===== config.mk =====
export PLATFORM = sky130hd
export DESIGN_NAME = tank_hit_manager
export DESIGN_NICKNAME = d
export VERILOG_FILES = /design/src/rtl/tank_hit_manager.sv
export SDC_FILE = /design/constraint.sdc
export NUM_CORES = 1
export LEC_CHECK = 0
export CAP_MARGIN = 20
export CORE_UTILIZATION = 25
export CTS_CLUSTER_SIZE = 16
export DETAILED_ROUTE_END_ITERATION = 16
export HOLD_SLACK_MARGIN = 0.05
export SLEW_MARGIN = 40
export SYNTH_ARGS = -nofsm -noshare
export SYNTH_HDL_FRONTEND = slang
export SYNTH_SLANG_ARGS = --single-unit

===== constraint.sdc =====
create_clock -name clock -period 3.05 [get_ports clock]
set_input_delay 0.61 -clock clock [delete_from_list [all_inputs] [get_ports clock]]
set_output_delay 0.61 -clock clock [all_outputs]
set_load 0.03 [all_outputs]

===== src/rtl/tank_hit_manager.sv =====
// tank_hit_manager: turns bullet/tank collision levels into single hit events, tracks
// per-tank lives and the round result. Post-hit invulnerability exists only with `HIT_INVULN_EN.
module tank_hit_manager #(
  parameter int LIVES         = 3,
  parameter int INVULN_FRAMES = 60
) (
  input  logic       clock,
  input  logic       reset,
  input  logic       frame_tick,
  input  logic       restart,
  input  logic       bullet1tank2collision,
  input  logic       bullet2tank1collision,
  output logic [2:0] tank1_lives,
  output logic [2:0] tank2_lives,
  output logic       tank1_hit,
  output logic       tank2_hit,
  output logic       tank1_invuln,
  output logic       tank2_invuln,
  output logic       game_over,
  output logic [1:0] winner
);

  localparam logic [2:0] LIVES_INIT = 3'(LIVES);

`ifdef HIT_INVULN_EN
  localparam logic [7:0] INVULN_LOAD = 8'(INVULN_FRAMES);
  typedef enum logic [1:0] {ALIVE, INVULN, DEAD} tank_state_t;
`else
  typedef enum logic {ALIVE, DEAD} tank_state_t;
`endif

  typedef enum logic {PLAY, OVER} game_state_t;

  generate
    if (LIVES < 1 || LIVES > 7 || INVULN_FRAMES < 1 || INVULN_FRAMES > 255) begin : g_bad_param
      $error("tank_hit_manager: LIVES or INVULN_FRAMES out of range");
    end
  endgenerate

  game_state_t game_reg;
  logic [1:0]  winner_reg;
  logic [1:0]  coll;
  logic [1:0]  fatal;

  // Index 0 is tank 1 (hit by tank-2 bullets), index 1 is tank 2.
  assign coll = {bullet1tank2collision, bullet2tank1collision};

  genvar gi;
  generate
    for (gi = 0; gi < 2; gi++) begin : g_tank
      logic        c_q;
      logic        c_q2;
      tank_state_t state_reg;
      logic [2:0]  lives_reg;
      logic        hit_reg;
      logic        hit_now;
`ifdef HIT_INVULN_EN
      logic        invuln_reg;
      logic [7:0]  cnt_reg;
`endif

      assign hit_now   = c_q && !c_q2 && (state_reg == ALIVE) && (game_reg == PLAY);
      assign fatal[gi] = hit_now && (lives_reg <= 3'd1);

      always_ff @(posedge clock) begin
        if (reset) begin
          c_q        <= 1'b0;
          c_q2       <= 1'b0;
          state_reg  <= ALIVE;
          lives_reg  <= LIVES_INIT;
          hit_reg    <= 1'b0;
`ifdef HIT_INVULN_EN
          invuln_reg <= 1'b0;
          cnt_reg    <= 8'd0;
`endif
        end else begin
          // The sampling flops keep running through restart so a held level is not an event.
          c_q  <= coll[gi];
          c_q2 <= c_q;
          if (restart) begin
            state_reg  <= ALIVE;
            lives_reg  <= LIVES_INIT;
            hit_reg    <= 1'b0;
`ifdef HIT_INVULN_EN
            invuln_reg <= 1'b0;
            cnt_reg    <= 8'd0;
`endif
          end else begin
            hit_reg <= hit_now;
            if (hit_now) begin
              if (lives_reg != 3'd0) begin
                lives_reg <= lives_reg - 3'd1;
              end
              if (fatal[gi]) begin
                state_reg <= DEAD;
              end else begin
`ifdef HIT_INVULN_EN
                state_reg  <= INVULN;
                invuln_reg <= 1'b1;
                cnt_reg    <= INVULN_LOAD;
`else
                state_reg  <= ALIVE;
`endif
              end
            end
`ifdef HIT_INVULN_EN
            else if (state_reg == INVULN && frame_tick) begin
              if (cnt_reg <= 8'd1) begin
                state_reg  <= ALIVE;
                invuln_reg <= 1'b0;
                cnt_reg    <= 8'd0;
              end else begin
                cnt_reg <= cnt_reg - 8'd1;
              end
            end
`endif
          end
        end
      end
    end
  endgenerate

  always_ff @(posedge clock) begin
    if (reset || restart) begin
      game_reg   <= PLAY;
      winner_reg <= 2'b00;
    end else if (game_reg == PLAY && (|fatal)) begin
      game_reg   <= OVER;
      // Bit 1 set means tank 1 died (tank 2 wins); both set is a draw.
      winner_reg <= {fatal[0], fatal[1]};
    end
  end

  assign tank1_lives = g_tank[0].lives_reg;
  assign tank2_lives = g_tank[1].lives_reg;
  assign tank1_hit   = g_tank[0].hit_reg;
  assign tank2_hit   = g_tank[1].hit_reg;
`ifdef HIT_INVULN_EN
  assign tank1_invuln = g_tank[0].invuln_reg;
  assign tank2_invuln = g_tank[1].invuln_reg;
`else
  assign tank1_invuln = 1'b0;
  assign tank2_invuln = 1'b0;
`endif
  assign game_over = (game_reg == OVER);
  assign winner    = winner_reg;

endmodule

**Word level (Yosys, flattened, before mapping)**

Index checks and enable logic that the tools add are counted.
Widths: inputs -> output; s select.

- Register bits: 17
- Input bits: 6
- Output and inout port bits: 13
- Logic and storage cells: 39

- Add/sub/neg operators: 2
- Order comparisons: 2
- Mux-type cells: 2
- Bitwise gates (word level): 3
- Reductions and logical operators: 18

Operator list:

| kind | count |
|---|---|
| $logic_and 1x1->1 | 9 |
| $le 3x1->1 const B | 2 |
| $reduce_bool 3->1 | 2 |
| $sub 3x1->3 const B | 2 |
| $reduce_and 2->1 | 2 |
| $reduce_or 2->1 | 2 |
| $not 1->1 | 3 |
| $logic_not 1->1 | 2 |
| $mux 1 | 2 |
| $logic_or 1x1->1 | 1 |

**Depth between registers and ports, before layout**

Gate-level depths: netlist (run 1).

- Word-level depth: 7
- Gate-level depth with buffers: 5
- Mapped depth without buffers: 5

**Least setup slack after synthesis (run 1)**

Ideal clock, no wire load.

- Path kind: register -> register
- Start: reg g_tank[1].lives_reg[0], in the netlist tank2_lives[0]
- End: reg g_tank[1].lives_reg[2], in the netlist tank2_lives[2]
- Library setup time: 0.070 ns
- Arrival: 1.530 ns
- Data required time: 2.980 ns
- Slack: 1.450 ns
- Stages on the path, launching flop included: 6
- Buffers on the path: 0
- Period minus slack after synthesis: 1.600 ns
- Path through: dfxtp_1 -> inv_1 -> ha_1 -> ha_1 -> or3_1 -> a21oi_1

- Word-level cells in the longest chain between the ends: 2
- Elaborated cells between the ends (all ways): 3
- Classes of those cells: add/sub (1); reduce/logical (2)

RTL lines:

| what | line | text |
|---|---|---|
| start, declared | 54 | `logic [2:0] lives_reg;` |
| start signal, assigned | 92 | `lives_reg <= lives_reg - 3'd1;` |
| branches (longest 2 deep; another with $sub 3x1->3) | n/a |  |

Parallel ways; which one is timed is not known.
A chain may end at the register's enable or synchronous reset.

**Worst setup path in the final report (run 1)**

- Start: reg g_tank[0].lives_reg[0], in the netlist tank1_lives[0]
- End: out tank1_lives[0]

RTL lines:

| what | line | text |
|---|---|---|
| start, declared | 54 |  |
| start signal, assigned | 92 |  |
| end, declared | 13 | `output logic [2:0] tank1_lives,` |

No word-level cell between the ends.

==> metrics.md, run 1 <==
| Metric | Value |
|---|---|
| Post-cts sizing count | 0 |
| Final Skew | 5.774 ps |
| RSZ-0062 raised after global routing | no |
| Crit path depth | 1 |
| First-pass DRT Iterations | 4 |
| Register area | 340.3 um^2 |
| Setup TNS | 0 ps |
| Worst setup EP type | primary output |
| Hold_buf cts | 0 |
| Fin crit period | 2024 ps |
| Syn avg cell area | 9.773 um^2 |
| Tot Pwr | 0.3862 mW |
| CP max-delay cell | clkdlybuf4s50_1 |
| Clk buf depth | 2 |
| Postcts setup bufs | 0 |
| Grt total ovfl | 0 |
| Crit path launch | tank1_lives[0] |
| Die area | 3112 um^2 |
| WL per Instance | 10.43 um |
| Vias in the first global route | 501 |
| Worst-path cell chain | clkdlybuf4s50_1 |
| VDD IR max | 0.0002147 V |
| TritonCTS buffer count | 3 |
| Lkg Pwr | 0.3603 nW |
| Row Count | 19 |
| GPL Wtd Cong | 0.7826 |
| Critical path endpoint | tank1_lives[0] |
| Clock sink count | 17 |
| Yosys warns | 0 |
| Register area share after synthesis | 0.4706 |
| Core area | 2758 um^2 |
| Tot GR Track Use | 0.09086 |
| Setup crit start kind | flip-flop |
| Initial Utilization | 0.2623 |
| Post-Synthesis Cells | 74 |
| Worst R2R Setup Slack | 1450 ps |
| Crit path max fanout | 6 |
| Req. time, crit path | 2440 ps |
| Final Hold Viols | 0 |
| R2r endpoint | winner[1] |
| Root buffer cell | clkbuf_4 |
| Clock slew at reported path FFs | 90 ps |
| Initial antenna violation count | 0 |
| Filler cell count in the final layout | 300 |
| Post-synthesis cell area | 723.2 um^2 |
| Finish-stage setup viols | 0 |
| Relative slew slack | 0.5223 |
| CTS tree | built |
| Die height | 55.79 um |
| Fin nets | 102 |
| Vias after detailed routing | 545 |
| Delay-heaviest family, CP | buffers and inverters |
| H-tree depth | 1 |
| Status | finished, final reports clean |
| Largest net degree at the start of global routing | 12 |
| DRT antenna net count | 0 |
| Share of layout cells above drive strength 1 | 0.08989 |
| WP buf/inv | 1 |
| Die boundary width | 55.79 um |
| CP max stage delay | 700 ps |
| Via-per-instance ratio | 4.542 |
| FMAX | 0.4940 GHz |
| Register bit total from synthesis | 17 |
| Worst-margin pin slew | 714.0 ps |
| I/O pins | 19 |
| Max Slew Vio Count | 0 |
| Clk_lat worst skew | 290 ps |
| Distinct cells, synth | 26 |
| First-pass GRT wire length | 2.173 mm |
| Antenna diodes | 0 |
| PortBufs | 15 |
| Reg2Reg Launch Point | game_over |
| PwrDens | 422.9 nW/um^2 |
| Initial drt markers | 6 |
| Worst Reg2Reg Path Length in Cells | 3 |
| Post-DP HPWL | 949.6 um |
| Arr. time, crit path | 1410 ps |
| Layout area overhead | 26.30% |
| Max-Cap Viols | 0 |
| Total Wirelength | 1.252 mm |
| HP Class | flip-flop to flip-flop |
| Post-route clock period utilization | 0.6636 |
| DRC | 0 |
| Area of the multi-input gates | 335.3 um^2 |
| CP Class | flip-flop to primary output |
[per-stage QoR]
stage / cells / util / area [um^2] / worst slack (ps) / hold slack, ps
6_report: 120 / 0.3312 / 913.4 / 1026 / 464.4
5_1_grt: 120 / 0.3312 / 913.4 / 939.9 / 481.1
4_1_cts: 120 / 0.3312 / 913.4 / 1005 / 470.2
3_5_place_dp: 116 / 0.3217 / 887.1 / 923.5 / 453.5
3_3_place_gp: 116 / 0.3217 / 887.1 / 942.6 / 441.4
2_1_floorplan: 75 / - / 726.9 / 1450 / 428.8
[placed cells by master (no fill, tap or decap)]
| master | synthesis | routed |
|---|---|---|
| o311ai_0 | 2 | 2 |
| or3_1 | 4 | 4 |
| nand2b_1 | 1 | 1 |
| o21a_1 | 2 | 2 |
| o31a_2 | 1 | 1 |
| ha_1 | 6 | 6 |
| or4b_1 | 2 | 2 |
| conb_1 | 1 | 2 |
| nor4_1 | 1 | 1 |
| or2_2 | 1 | 1 |
| dfxtp_1 | 17 | 17 |
| a21oi_1 | 2 | 2 |
| clkdlybuf4s50_1 | 0 | 15 |
| o2bb2ai_1 | 2 | 2 |
| inv_1 | 6 | 6 |
| nor2b_1 | 4 | 4 |
| nor3_2 | 1 | 1 |
| clkbuf_4 | 0 | 3 |
| o21ai_0 | 6 | 6 |
| nand2_1 | 2 | 2 |
| nor3_1 | 1 | 1 |
| o21ba_2 | 2 | 2 |
| clkbuf_1 | 1 | 1 |
| nand3_1 | 2 | 2 |
| nor2_1 | 3 | 3 |
[layer usage]
metal	global-route usage	wire [um]
met1	0.1045	607
met2	0.1429	566
met3	0.04884	78
met4	0.03214	0
met5	0	0
[worst min-delay path by stage]
stage	startpoint	end	slack [ps]	cells after the start
after global placement	winner[1]	winner[1]	440	2
final	g_tank[0].c_q	g_tank[0].c_q2	460	1
after detailed placement	g_tank[0].c_q	g_tank[0].c_q2	450	1
after CTS	g_tank[0].c_q	g_tank[0].c_q2	470	1
after global routing	g_tank[0].c_q	g_tank[0].c_q2	480	1
after floorplan	g_tank[0].c_q	g_tank[0].c_q2	430	1
[cell usage after synthesis, drive strengths merged]
cell      n  share of area
or4b      2          0.028
o21ba     2          0.028
ha        6           0.10
o21ai     6          0.042
nand3     2          0.014
conb      1         0.0052
or3       4          0.035
nand2     2          0.010
inv       6          0.031
o21a      2          0.021
nor2b     4          0.035
clkbuf    2          0.012
or2       1         0.0087
a21oi     2          0.014
o31a      1          0.014
dfxtp    17           0.47
nand2b    1         0.0087
nor4      1         0.0087
nor3      2          0.021
o311ai    2          0.024
nor2      3          0.016
buf       3          0.028
o2bb2ai   2          0.024
[where the power goes]
part / switching (mW) / leakage, nW / internal, mW / total, mW
registers: 0.00336 / 0.138 / 0.227 / 0.230
logic: 0.0212 / 0.207 / 0.0160 / 0.0372
clock network: 0.0676 / 0.0150 / 0.0509 / 0.119
total: 0.0922 / 0.360 / 0.294 / 0.386
[final cells by class]
class | instances | share of cell area
Inverter | 6 | 0.02466
Sequential cell | 17 | 0.3726
Timing Repair Buffer | 15 | 0.1644
Tap cell | 31 | 0.04247
Clock buffer | 4 | 0.02877
Multi-Input combinational cell | 47 | 0.3671
[cell families (layout without fill, tap and decap cells)]
group / count (synthesis) / in the layout / synth area share
AOI/OAI and AO/OA: 17 / 17 / 0.1661
DFF: 17 / 17 / 0.4706
buffers and inverters: 11 / 25 / 0.07091
other: 1 / 2 / 0.005185
and+or+nand+nor: 22 / 22 / 0.1834
adders and majority gates: 6 / 6 / 0.1038
Power figures use the tool's default switching activity.
==> run 2: changes to the inputs <==
==> constraint.sdc (replaced) <==
create_clock -name clock -period 1.9 [get_ports clock]
set_input_delay 0.38 -clock clock [delete_from_list [all_inputs] [get_ports clock]]
set_output_delay 0.38 -clock clock [all_outputs]
set_load 0.03 [all_outputs]
==> metrics.md, run 2 (synthesized netlist as in run 1, its figures left out) <==
| Metric | Value |
|---|---|
| DRT antenna net count | 0 (unchanged) |
| Worst R2R Setup Slack | 320 ps (-1130 ps) |
| Worst-path cell chain | clkdlybuf4s50_1 |
| GR Util met3 | 0.05349 (+0.004651) |
| R2r endpoint | winner[1] |
| Clk pwr share | 0.302 (-0.005) |
| First-pass DRT Iterations | 4 (unchanged) |
| GR Util met1 | 0.09986 (-0.004644) |
| Comb pwr share | 0.099 (+0.003) |
| Core area | 2758 um^2 (unchanged) |
| Crit path launch | tank2_lives[0] |
| Clock slew at reported path FFs | 90 ps (about the same) |
| H-tree depth | 1 (unchanged) |
| Req. time, crit path | 1520 ps (-920 ps) |
| Tot Pwr | 0.6173 mW (+60%) |
| Most frequent cells in the layout | dfxtp_1 (17), clkdlybuf4s50_1 (15), inv_1 (6), o21ai_0 (6), ha_1 (6) |
| RSZ-0062 raised after global routing | no |
| Fin nets | 103 (+0.98%) |
| HP Class | flip-flop to flip-flop |
| Layout area overhead | 27.34% |
| Post-cts sizing count | 0 (unchanged) |
| Final Skew | 2.812 ps (-2.962 ps) |
| FMAX | 0.5596 GHz |
| First-pass GRT wire length | 2.173 mm (unchanged) |
| Vias after detailed routing | 549 (+0.73%) |
| Crit path max fanout | 6 (unchanged) |
| Worst Reg2Reg Path Length in Cells | 3 (unchanged) |
| I/O pins | 19 (unchanged) |
| Post-route clock period utilization | 0.9405 |
| CP Class | flip-flop to primary output |
| Root buffer cell | clkbuf_4 |
| Clock sink count | 17 (unchanged) |
| Tot GR Track Use | 0.09078 (about the same) |
| Clk_lat worst skew | 290 ps (about the same) |
| Initial drt markers | 3 (-3) |
| Met2 usage | 0.1497 (+0.006885) |
| Total Wirelength | 1.199 mm (-4.2%) |
| Arr. time, crit path | 1410 ps (about the same) |
| Critical path endpoint | tank2_lives[0] |
| Die boundary width | 55.79 um (unchanged) |
| Worst setup EP type | primary output |
| VDD IR max | 0.0005145 V (+140%) |
| Initial antenna violation count | 0 (unchanged) |
| Clk buf depth | 2 (unchanged) |
| Finish-stage setup viols | 0 (unchanged) |
| TritonCTS buffer count | 3 (unchanged) |
| Reg2Reg Launch Point | game_over |
| Postcts setup bufs | 0 (unchanged) |
| Setup crit start kind | flip-flop |
| Crit path depth | 1 (unchanged) |
| Lkg Pwr | 0.3655 nW (+1.4%) |
| Status | finished, final reports clean |
| Max Slew Vio Count | 0 (unchanged) |
| Die height | 55.79 um (unchanged) |
| Antenna diodes | 0 (unchanged) |
| GPL Wtd Cong | 0.7758 (-0.87%) |
| CP max-delay cell | clkdlybuf4s50_1 |
| DRC | 0 (unchanged) |
| Vias in the first global route | 508 (+1.4%) |
| Delay-heaviest family, CP | buffers and inverters |
| Internal power | 0.4733 mW (+61%) |
| P_sw | 0.1441 mW (+56%) |
| Initial Utilization | 0.2623 (unchanged) |
| Row Count | 19 (unchanged) |
| Post-DP HPWL | 936.5 um (-1.4%) |
| Final Hold Viols | 0 (unchanged) |
| Grt total ovfl | 0 (unchanged) |
| Hold_buf cts | 0 (unchanged) |
| WP buf/inv | 1 (unchanged) |
| PwrDens | 670.4 nW/um^2 (+59%) |
| GR peak layer | met2 |
| Setup TNS | 0 ps (unchanged) |
| Most common cell after layout, fill and taps aside | dfxtp_1 |
| CP max stage delay | 700 ps (about the same) |
| Largest net degree at the start of global routing | 12 (unchanged) |
| WL per Instance | 9.909 um (-5.0%) |
| Die area | 3112 um^2 (unchanged) |
| CTS tree | built |
| Via-per-instance ratio | 4.537 (about the same) |
| Filler cell count in the final layout | 290 (-3.3%) |
| PortBufs | 15 (unchanged) |
| Switching Share | 0.2334 (-0.005462) |
| Fin crit period | 1787 ps |
| Share of layout cells above drive strength 1 | 0.1000 (+0.01011) |
| Max-Cap Viols | 0 (unchanged) |
| Sequential power share | 0.599 (+0.002) |
-- run 2: cell types whose count changed in the layout (fill, tap and decap cells not counted) --
cell	change
buf_4	+1
-- run 2: per-stage QoR --
stage | instances | hold slack (ps) | setup WS (ps) | area, um^2 | utilization
final | 121 | 465.0 | 113.1 | 920.9 | 0.3339
after detailed placement | 117 | 454.7 | 311.4 | 894.6 | 0.3244
after global placement | 117 | 441.1 | 330.4 | 894.6 | 0.3244
after floorplan | 75 | 428.8 | 300.5 | 726.9 | -
after global routing | 121 | 486.1 | 31.58 | 920.9 | 0.3339
after CTS | 121 | 472.6 | 101.5 | 920.9 | 0.3339
-- run 2: routing by layer --
layer,up-vias,routed length [um]
met4,0,10
li1,287,-
met5,-,0
met3,2,91
met1,245,549
met2,15,548
-- run 2: cell type report --
cell class                      instances  area (um^2)  area share
Sequential cell                        17        340.3      0.3696
Multi-Input combinational cell         47        335.3      0.3641
Timing Repair Buffer                   16        157.7      0.1712
Tap cell                               31        38.79     0.04212
Clock buffer                            4        26.28     0.02853
Inverter                                6        22.52     0.02446
-- run 2: power by group through the flow --
| stage | Combinational, mW | Clock [mW] | Sequential (mW) |
|---|---|---|---|
| detailed placement | 0.0613 | 0 | 0.378 |
| CTS | 0.0616 | 0.197 | 0.370 |
| finish | 0.0610 | 0.186 | 0.370 |
| global route | 0.0667 | 0.220 | 0.372 |
| global placement | 0.0599 | 0 | 0.378 |
| floorplan | 0.0333 | 0 | 0.386 |
-- run 2: worst min-delay path by stage --
stage                              from             end  slack (ps)  cells after the start
after floorplan           g_tank[0].c_q  g_tank[0].c_q2         430                      1
after global placement        winner[1]       winner[1]         440                      2
after detailed placement  g_tank[0].c_q  g_tank[0].c_q2         450                      1
after CTS                 g_tank[0].c_q  g_tank[0].c_q2         470                      1
after global routing      g_tank[0].c_q  g_tank[0].c_q2         490                      1
final                         winner[1]       winner[1]         460                      2
